### config.mk
export PLATFORM = sky130hd
export DESIGN_NAME = imem_loader_flat
export DESIGN_NICKNAME = d
export VERILOG_FILES = /design/src/rtl/imem_loader_if.sv /design/src/rtl/imem_loader.sv /design/src/flat_wrapper.sv
export SDC_FILE = /design/constraint.sdc
export NUM_CORES = 1
export LEC_CHECK = 0
export CAP_MARGIN = 0
export CORE_ASPECT_RATIO = 2
export CORE_MARGIN = 3
export CORE_UTILIZATION = 55
export CTS_CLUSTER_SIZE = 30
export DETAILED_ROUTE_END_ITERATION = 10
export PLACE_DENSITY = 0.78
export SLEW_MARGIN = 20
export SYNTH_ARGS = -nofsm -noshare
export SYNTH_HDL_FRONTEND = slang
export SYNTH_SLANG_ARGS = --single-unit
### constraint.sdc
create_clock -name clk -period 7.04 [get_ports clk]
set_input_delay 1.056 -clock clk [delete_from_list [all_inputs] [get_ports clk]]
set_output_delay 1.056 -clock clk [all_outputs]
set_load 0.01 [all_outputs]
### src/rtl/imem_loader_if.sv
// imem_loader_if: byte-stream input, instruction-memory write port and load status of the program loader
interface imem_loader_if #(parameter int ADDR_W = 6);
  logic              in_valid;
  logic              in_ready;
  logic [7:0]        in_data;
  logic              imem_we;
  logic [ADDR_W-1:0] imem_waddr;
  logic [31:0]       imem_wdata;
  logic              cpu_reset;
  logic              done;
  logic              error;
  modport master (
    output in_valid, in_data,
    input  in_ready, imem_we, imem_waddr, imem_wdata, cpu_reset, done, error
  );
  modport slave (
    input  in_valid, in_data,
    output in_ready, imem_we, imem_waddr, imem_wdata, cpu_reset, done, error
  );
endinterface

### src/rtl/imem_loader.sv
// imem_loader: assembles a big-endian byte stream into instruction words and writes them from word 0, holding the CPU in reset until done.
// Define IMEM_LOADER_CHECKSUM_EN to require a trailing XOR checksum byte after the payload.
module imem_loader #(
  parameter int ADDR_W = 6
) (
  input logic         clk,
  input logic         reset,
  imem_loader_if.slave bus
);
  typedef enum logic [2:0] {
    CNT_HI, CNT_LO, DATA, FLUSH,
`ifdef IMEM_LOADER_CHECKSUM_EN
    CHK,
`endif
    DONE, ERROR
  } state_t;
  state_t            state, nxt;
  logic [15:0]       cnt;
  logic [ADDR_W-1:0] widx;
  logic [1:0]        bcnt;
  logic [23:0]       asm_r;
  logic              we;
  logic [ADDR_W-1:0] waddr;
  logic [31:0]       wdata;
  logic              rdy_st, acc, last, word_end, oversize;
  logic [15:0]       n_lo;
`ifdef IMEM_LOADER_CHECKSUM_EN
  logic [7:0]        xsum;
  assign rdy_st = state inside {CNT_HI, CNT_LO, DATA, CHK};
`else
  assign rdy_st = state inside {CNT_HI, CNT_LO, DATA};
`endif
  assign bus.in_ready   = reset && rdy_st;
  assign acc            = bus.in_valid && bus.in_ready;
  assign n_lo           = {cnt[15:8], bus.in_data};
  assign oversize       = 32'(n_lo) > (32'd1 << ADDR_W);
  assign last           = 16'(widx) == cnt - 16'd1;
  assign word_end       = acc && state == DATA && bcnt == 2'd3;
  assign bus.imem_we    = we;
  assign bus.imem_waddr = waddr;
  assign bus.imem_wdata = wdata;
  assign bus.done       = state == DONE;
  assign bus.error      = state == ERROR;
  assign bus.cpu_reset  = state != DONE;
  always_ff @(posedge clk or negedge reset)
    if (!reset) state <= CNT_HI;
    else state <= nxt;
  always_comb begin
    nxt = state;
    case (state)
      CNT_HI:  nxt = acc ? CNT_LO : CNT_HI;
      CNT_LO:  nxt = !acc ? CNT_LO : n_lo == 16'd0 ? DONE : oversize ? ERROR : DATA;
`ifdef IMEM_LOADER_CHECKSUM_EN
      DATA:    nxt = word_end && last ? CHK : DATA;
      CHK:     nxt = !acc ? CHK : bus.in_data == xsum ? DONE : ERROR;
`else
      DATA:    nxt = word_end && last ? FLUSH : DATA;
`endif
      FLUSH:   nxt = DONE;
      default: nxt = state;
    endcase
  end
  always_ff @(posedge clk or negedge reset)
    if (!reset) begin
      cnt   <= '0;
      widx  <= '0;
      bcnt  <= '0;
      asm_r <= '0;
      we    <= 1'b0;
      waddr <= '0;
      wdata <= '0;
    end else begin
      we <= word_end;
      if (acc && state == CNT_HI) cnt[15:8] <= bus.in_data;
      if (acc && state == CNT_LO) cnt[7:0] <= bus.in_data;
      if (acc && state == DATA) begin
        asm_r <= {asm_r[15:0], bus.in_data};
        bcnt  <= bcnt + 2'd1;
      end
      if (word_end) begin
        waddr <= widx;
        wdata <= {asm_r, bus.in_data};
        widx  <= last ? widx : widx + 1'b1;
      end
    end
`ifdef IMEM_LOADER_CHECKSUM_EN
  always_ff @(posedge clk or negedge reset)
    if (!reset) xsum <= '0;
    else if (acc && state == DATA) xsum <= xsum ^ bus.in_data;
`endif
endmodule

### src/flat_wrapper.sv
// flat-port wrapper written by rule: the top's interface ports become plain ports
module imem_loader_flat 
#(
  parameter int ADDR_W = 6
)
  (clk, reset, bus_in_valid, bus_in_data, bus_in_ready, bus_imem_we, bus_imem_waddr, bus_imem_wdata, bus_cpu_reset, bus_done, bus_error);
  imem_loader_if #(.ADDR_W(ADDR_W)) bus_i ();
  input logic clk;
  input logic reset;
  input wire logic [$bits(bus_i.in_valid)-1:0] bus_in_valid;
  input wire logic [$bits(bus_i.in_data)-1:0] bus_in_data;
  output wire logic [$bits(bus_i.in_ready)-1:0] bus_in_ready;
  output wire logic [$bits(bus_i.imem_we)-1:0] bus_imem_we;
  output wire logic [$bits(bus_i.imem_waddr)-1:0] bus_imem_waddr;
  output wire logic [$bits(bus_i.imem_wdata)-1:0] bus_imem_wdata;
  output wire logic [$bits(bus_i.cpu_reset)-1:0] bus_cpu_reset;
  output wire logic [$bits(bus_i.done)-1:0] bus_done;
  output wire logic [$bits(bus_i.error)-1:0] bus_error;
  assign bus_i.in_valid = bus_in_valid;
  assign bus_i.in_data = bus_in_data;
  assign bus_in_ready = bus_i.in_ready;
  assign bus_imem_we = bus_i.imem_we;
  assign bus_imem_waddr = bus_i.imem_waddr;
  assign bus_imem_wdata = bus_i.imem_wdata;
  assign bus_cpu_reset = bus_i.cpu_reset;
  assign bus_done = bus_i.done;
  assign bus_error = bus_i.error;
  imem_loader #(.ADDR_W(ADDR_W)) u_core (.clk(clk), .reset(reset), .bus(bus_i));
endmodule
* After elaboration in Yosys (flattened, before gate mapping)
Index checks and enable logic that the tools add are counted.
Word-level totals: memory bits (writable) 0, ROM bits 0, word-level logic and storage cells 40, latch bits 0, input bits 11, bits in registers 90, memories 0, output and inout bits 43
Cells by class: div/mod/pow operators 0, $mul 0, order comparisons 1, eq/ne operators 8, multiplexer cells 6, shifts and indexed selects 0, reductions and logical operators 12, bitwise logic cells 1, add/sub/neg operators 3
Operators with widths (number):
- $eq 6x16->1 | 1
- $gt 16x7->1 const B | 1
- $logic_not 16->1 | 1
- $sub 16x1->16 const B | 1
- $pmux 3 s4 | 1
- $mux 3 | 3
- $logic_and 1x1->1 | 7
- $add 6x1->6 const B | 1
- $eq 3x2->1 const B | 2
- $eq 3x3->1 const B | 2
- $reduce_bool 4->1 | 1
- $eq 3x1->1 const B | 1
- $logic_not 3->1 | 1
- $ne 3x3->1 const B | 1
- $reduce_bool 3->1 | 1
- $add 2x1->2 const B | 1
- $eq 2x2->1 const B | 1
- $mux 1 | 2
- $reduce_and 2->1 | 1
- $not 1->1 | 1

* Logic depth before layout (Yosys ltp)
Gate-level depths: netlist of the first run.
depth after elaboration 9, depth in mapped cells 10, depth with buffers taken out 9

* Least setup slack after synthesis of the first run
Ideal clock, no wire load.
path kind register to register, start reg u_core.cnt[2], end reg u_core.widx[1], required time 6.915 ns, path buffers 3, arrival 2.661 ns, clock period less this slack 2.786 ns, path slack 4.254 ns, stages on the path, launching flop included 11, setup time 0.125 ns, path through dfrtp_1 -> buf_6 -> or4_1 -> buf_2 -> or4_1 -> nand2_1 -> o221ai_1 -> or4_1 -> buf_2 -> and2_4 -> mux2_4
On the way: cells in the longest elaborated chain, start to end 4
RTL lines:
- start, declared | RTL line imem_loader.sv:18 | logic [15:0] cnt;
- start signal, assigned | RTL line imem_loader.sv:75 | if (acc && state == CNT_LO) cnt[7:0] <= bus.in_data;
- $sub 16x1->16 | RTL line imem_loader.sv:37 | assign last = 16'(widx) == cnt - 16'd1;
- $eq 6x16->1 | RTL line imem_loader.sv:37
- $not 1->1 (no line)
- $reduce_and 2->1 (no line)
- end signal, assigned | RTL line imem_loader.sv:83 | widx <= last ? widx : widx + 1'b1;
- end, declared | RTL line imem_loader.sv:19 | logic [ADDR_W-1:0] widx;
No other way between the ends. A chain may end at the register's enable or synchronous reset.

* Worst setup path after layout of the first run
start in bus_in_valid, end reg u_core.widx[1]
On the way: cells in the longest elaborated chain, start to end 4
RTL lines:
- start, declared | RTL line flat_wrapper.sv:10 | input wire logic [$bits(bus_i.in_valid)-1:0] bus_in_valid;
- $logic_and 1x1->1 | RTL line imem_loader.sv:34 | assign acc = bus.in_valid && bus.in_ready;
- $logic_and 1x1->1 (2 in series) | RTL line imem_loader.sv:38 | assign word_end = acc && state == DATA && bcnt == 2'd3;
- $reduce_and 2->1 (no line)
No other way between the ends.

==> results of run 1 <==
-- power groups by stage --
stage,Clock [mW],Sequential [mW],Combinational (mW)
6_report,0.479,0.581,0.153
5_1_grt,0.517,0.586,0.172
4_1_cts,0.488,0.580,0.154
3_5_place_dp,0,0.590,0.152
3_3_place_gp,0,0.588,0.149
2_1_floorplan,0,0.572,0.121
-- sequential cells by signal, summed over array words and instances (netlist names) --
signal	flops
u_core.bus.imem_wdata	32
u_core.bus.imem_waddr	6
u_core.state	3
u_core.bcnt	2
u_core.bus.imem_we	1
u_core.cnt	16
u_core.asm_r	24
u_core.widx	6
-- layout by cell type, fill, tap and decap left out, drive strengths merged, types with 3 or more instances in the layout --
cell,instances
nand2,145
dfrtp,90
clkdlybuf4s50,52
mux2,33
clkbuf,12
xnor2,9
inv,7
nor4,6
nor3,5
and3,5
xor2,5
buf,5
o21ai,4
or4,4
nand3,4
a21oi,3
nor2,3
ha,3
-- cell usage after synthesis, types with 2 or more instances --
master	number	share of area, %
a21oi_1	3	0.39
a311oi_1	2	0.45
and3_1	5	0.81
buf_1	4	0.39
buf_2	2	0.26
clkbuf_1	11	1.1
dfrtp_1	90	58
ha_1	3	0.97
inv_1	6	0.58
mux2_2	32	9.3
nand2_1	145	14
nand2b_1	2	0.32
nand3_1	4	0.52
nand3b_1	2	0.39
nor2_1	3	0.29
nor3_1	5	0.64
nor3b_1	2	0.39
nor4_1	6	0.97
o21ai_0	4	0.52
o221ai_1	2	0.45
or3b_2	2	0.45
or4_1	4	0.77
xnor2_1	9	2.0
xor2_1	5	1.1
-- cells by family after synthesis --
family          count (synthesis)  share of synthesized area [%]
simple gates                  188                           21.4
flops                          90                           58.0
mux                            33                           9.66
buf+inv                        25                           2.67
compound gates                 23                           4.22
xor+xnor                       14                           3.16
fa+ha+maj                       3                          0.966
-- through the flow --
step	power [mW]	utilization, %	instances
3_3_place_gp	0.737	66.7	503
5_1_grt	1.28	71.2	519
2_1_floorplan	0.694	-	376
4_1_cts	1.22	71.2	519
6_report	1.21	71.2	519
3_5_place_dp	0.742	66.7	503
-- per-layer routing --
metal	global-route usage, %	vias up	routed length [microns]	share of wire, %
li1	-	1346	-	-
met1	24.3	1374	3060	39
met2	35.0	72	4210	54
met3	5.51	16	323	4.1
met4	10.8	0	237	3.0
met5	0	-	0	0
-- how the worst max path moves through the flow --
stage / start / slack [ns] / end
floorplan: u_core.cnt[2] / 4.25 / u_core.widx[1]
global placement: bus_in_valid / 3.24 / u_core.widx[1]
detailed placement: bus_in_valid / 3.15 / u_core.widx[1]
CTS: bus_in_valid / 3.49 / u_core.widx[1]
global route: bus_in_valid / 3.56 / u_core.widx[1]
finish: bus_in_valid / 3.71 / u_core.widx[1]
-- layout make-up --
class                   count  area share, %
clock inverters             4           1.04
multi-input cells         261           32.1
inverters                   7          0.548
well taps                  88           2.30
flip-flops and latches     90           47.0
clock buffers              12           5.35
repair buffers             57           11.6
-- worst max-delay path, cell delays in order --
cell and delay (ns):
clkdlybuf4s50_1 0.51, nand2_1 0.14, nor4b_4 0.24, buf_4 0.36
nand2_1 0.14, inv_2 0.51, and2_4 0.29, mux2_4 0.29
==> summary.txt, run 1 <==
Outcome: completed
Die Height: 125 microns
WHS Path Cells: 2
Leakage power: 2.38 nW
Overflow after GRT: 0
Register area share after synthesis: 58.0%
H-tree depth: 3
Post-CTS Hold Fix Bufs: 0
Post-DP HPWL: 5.57 mm
WHS Endpoint: u_core.bus.imem_wdata[25]
Worst hold start: u_core.bus.imem_wdata[25]
Logic pwr share: 12.6%
CTS tree: done
CTS root buf: clkbuf_16
Reg power frac: 47.9%
Footprint of the multi-input gates: 0.00154 sq mm
Yosys warns: 0
Final worst slack: 3.71 ns
Antenna violations before repair: 0
Period utilization: 47.3%
Clock transition at path regs: 0.06 ns
CTS Buf Count: 9
VDD IR max: 0.180 mV
Max_cap viols: 0
First-pass GRT wire length: 13.2 mm
Filler cell count: 558
Layout cells sized above 1: 13.7%
Largest net degree at the start of global routing: 72
RSZ-0062 raised after global routing: false
Synth unique cells: 47
Pre-Repair DR Iteration Count: 4
Power per cell area: 253 mW/mm^2
Area growth, synth to finish: 23.3%
Setup_tns: 0 ns
Worst skew pair latency: 0.34 ns
Nets: 440
Critical R2R Capture: u_core.widx[1]
Remaining antenna violation count after routing: 0
Vias in the first global route: 2,822
Post-CTS Setup Inserts: 0
Startpoint Class: input port
Total number of vias: 2,808
PostCTS Resize Cnt: 0
Hold Vio Cnt, Final: 0
Die width: 65.4 microns
Critical path endpoint category: flop
Clk buf depth: 2
Total Routing Usage GR: 21.0%
Die area: 0.00817 sq mm
Post-synth ARST share: 100%
Net switching power: 0.301 mW
Register area: 0.00225 sq mm
Core footprint: 0.00673 sq mm
Drc violations: 0
Clock skew: 0.00520 ns
Clock power frac: 39.5%
CP Data Required Time: 7.26 ns
Crit path time final: 3.33 ns
R2R setup slack: 4.07 ns
Sw frac: 24.8%
Setup Crit Path Kind: input port to flop
Syn_nets: 390
Synthesized netlist cell count: 376
Origin of the critical flop-to-flop path: u_core.cnt[2]
Clk sink count: 90
Syn Std Cell Area: 0.00388 sq mm
Starting density of the core: 57.8%
Initial DRC count: 114
FP Rows: 42
Io pins: 54
Via density: 5.41
Worst Path Arrival: 3.55 ns
Pre-CTS setup slack: 3.15 ns
Routability-driven placement congestion ratio: 0.858
Relative slew slack: 43.6%
Placed cell area: 0.00448 sq mm
Worst Hold Class: flop to flop
Endpoints failing setup: 0
Drt total wl: 7.84 mm
Worst-Margin Slew: 0.846 ns
Syn avg cell area: 10.3 sq um
Worst reg2reg path depth: 7
Routed WL per cell: 15.1 microns
Number of synthesized flops with an enable pin: 0
Worst hold slack: 0.469 ns
Main synth FF type: dfrtp_1
Buffers on Ports: 53
#FFs+latches synth: 90
Fmax: 0.300 GHz
Internal Power: 0.912 mW
Design area: 0.00479 sq mm
Pins Over Slew Limit: 0
Critical-path maximum fanout: 44
N_diodes: 0
(Power assumes the default switching activity.)
==> run 2, diff against run 1 <==
--- a/config.mk
+++ b/config.mk
@@ -8,10 +8,10 @@
 export CAP_MARGIN = 0
 export CORE_ASPECT_RATIO = 2
 export CORE_MARGIN = 3
-export CORE_UTILIZATION = 55
+export CORE_UTILIZATION = 54
 export CTS_CLUSTER_SIZE = 30
 export DETAILED_ROUTE_END_ITERATION = 10
-export PLACE_DENSITY = 0.78
+export PLACE_DENSITY = 0.77
 export SLEW_MARGIN = 20
 export SYNTH_ARGS = -nofsm -noshare
 export SYNTH_HDL_FRONTEND = slang
==> constraint.sdc (replaced) <==
create_clock -name clk -period 3.3 [get_ports clk]
set_input_delay 0.495 -clock clk [delete_from_list [all_inputs] [get_ports clk]]
set_output_delay 0.495 -clock clk [all_outputs]
set_load 0.01 [all_outputs]
==> summary.txt, run 2 (synthesis gave the netlist of run 1 again) <==
Outcome: completed
Setup Crit Path Kind: flop to flop
N_diodes: 0
Io pins: 54
Endpoints failing setup: 0
CTS root buf: clkbuf_16
Pins Over Slew Limit: 0
Initial DRC count: 182
Core footprint: 0.00694 sq mm
Die Height: 126 microns
CP most frequent cell: or4_1
Logic pwr share: 12.3%
PostCTS Resize Cnt: 0
Critical R2R Capture: u_core.widx[1]
Period utilization: 89.2%
Clock skew: 0.00615 ns
Max reg flops: 32
Worst Hold Class: input port to async pin
Buffers on Ports: 53
Via density: 5.47
Critical-path maximum fanout: 6
Footprint of the multi-input gates: 0.00154 sq mm
Starting density of the core: 56.0%
Pre-Repair DR Iteration Count: 4
Net switching power: 0.663 mW
Routability-driven placement congestion ratio: 0.902
Register area: 0.00225 sq mm
Power per cell area: 554 mW/mm^2
Relative slew slack: 40.1%
Hold Vio Cnt, Final: 0
Worst skew pair latency: 0.34 ns
Final worst slack: 0.357 ns
Most frequent cells in the layout: nand2_1 (145), dfrtp_1 (90), clkdlybuf4s50_1 (52), mux2_2 (32)
Most common cell after layout, fill and taps aside: nand2_1
FP Rows: 43
Crit-path cells: inv_1 > ha_1 > xnor2_1 > or4_1 > nor3b_1 > o211ai_1 > or4_1 > and2_4 > mux2_4
CP Data Required Time: 3.52 ns
Clock power frac: 41.1%
Remaining antenna violation count after routing: 0
Crit-path max cell delay: 0.59 ns
Filler cell count: 513
Startpoint Class: flop
Pre-CTS setup slack: 0.409 ns
Crit path time final: 2.94 ns
Total Routing Usage GR: 21.8%
Die width: 66.0 microns
Worst-Margin Slew: 0.899 ns
Reg power frac: 46.6%
RSZ-0062 raised after global routing: false
Drt total wl: 8.16 mm
CTS Buf Count: 9
Max_cap viols: 0
Layout cells sized above 1: 13.7%
Vias in the first global route: 2,816
Internal Power: 2.01 mW
VDD IR max: 0.408 mV
Setup_tns: 0 ns
Leakage power: 2.40 nW
Clock transition at path regs: 0.06 ns
Die area: 0.00831 sq mm
Overflow after GRT: 0
CTS tree: done
Post-CTS Setup Inserts: 0
First-pass GRT wire length: 13.7 mm
Fmax: 0.340 GHz
Post-DP HPWL: 5.67 mm
H-tree depth: 3
Sw frac: 24.8%
Worst Path Arrival: 3.16 ns
Routed WL per cell: 15.6 microns
Slowest CP cell: or4_1
Area growth, synth to finish: 24.2%
R2R setup slack: 0.36 ns
Critical path endpoint category: flop
Post-CTS Hold Fix Bufs: 0
Drc violations: 0
Clk buf depth: 2
Origin of the critical flop-to-flop path: u_core.cnt[0]
Clk sink count: 90
Antenna violations before repair: 0
Largest net degree at the start of global routing: 77
Nets: 441
Total number of vias: 2,854
Worst reg2reg path depth: 9
==> run 2: how the worst max path moves through the flow <==
stage	depth (start not counted)	start	to	slack [ns]
after global routing	9	u_core.cnt[0]	u_core.widx[1]	0.19
final	9	u_core.cnt[0]	u_core.widx[1]	0.36
after global placement	9	u_core.cnt[0]	u_core.widx[1]	0.50
after detailed placement	9	u_core.cnt[0]	u_core.widx[1]	0.41
after floorplan	10	u_core.cnt[2]	u_core.widx[1]	0.51
after CTS	9	u_core.cnt[0]	u_core.widx[1]	0.39
==> run 2: power groups by stage <==
stage / logic, mW / registers (mW) / clock network (mW)
after CTS: 0.332 / 1.24 / 1.13
after detailed placement: 0.330 / 1.26 / 0
after global routing: 0.370 / 1.25 / 1.18
final: 0.328 / 1.24 / 1.10
after floorplan: 0.259 / 1.22 / 0
after global placement: 0.326 / 1.26 / 0
==> run 2: per-stage QoR <==
step | util, % | std cells | power [mW] | hold WS (ns) | cell area (sq um)
after CTS | 69.5 | 522 | 2.70 | 0.0148 | 4820
final | 69.5 | 522 | 2.67 | 0.0229 | 4820
after global placement | 64.8 | 506 | 1.58 | 0.378 | 4490
after floorplan | - | 376 | 1.48 | 0.199 | 3880
after detailed placement | 64.8 | 506 | 1.59 | 0.380 | 4490
after global routing | 69.5 | 522 | 2.80 | 0.0172 | 4820
==> run 2: final cells by class <==
class	count	area share (%)
clock buffers	11	5.03
clock inverters	5	1.79
inverters	7	0.545
multi-input cells	261	31.9
flip-flops and latches	90	46.7
well taps	90	2.33
repair buffers	58	11.7
==> run 2: critical path, delay by kind of cell (launching register included) <==
family / cells / cell delay (ns)
and+or+nand+nor: 4 / 1.50
DFF: 1 / 0.39
adders and majority gates: 1 / 0.32
muxes: 1 / 0.29
xor gates and xnor gates: 1 / 0.12
AOI/OAI and AO/OA: 1 / 0.12
buffers and inverters: 1 / 0.09
==> run 2: routing by layer <==
metal,track usage (%),vias to the layer above,share of wire (%)
li1,-,1346,-
met1,24.6,1414,37
met2,37.1,76,55
met3,5.17,18,3.9
met4,11.6,0,3.5
met5,0,-,0
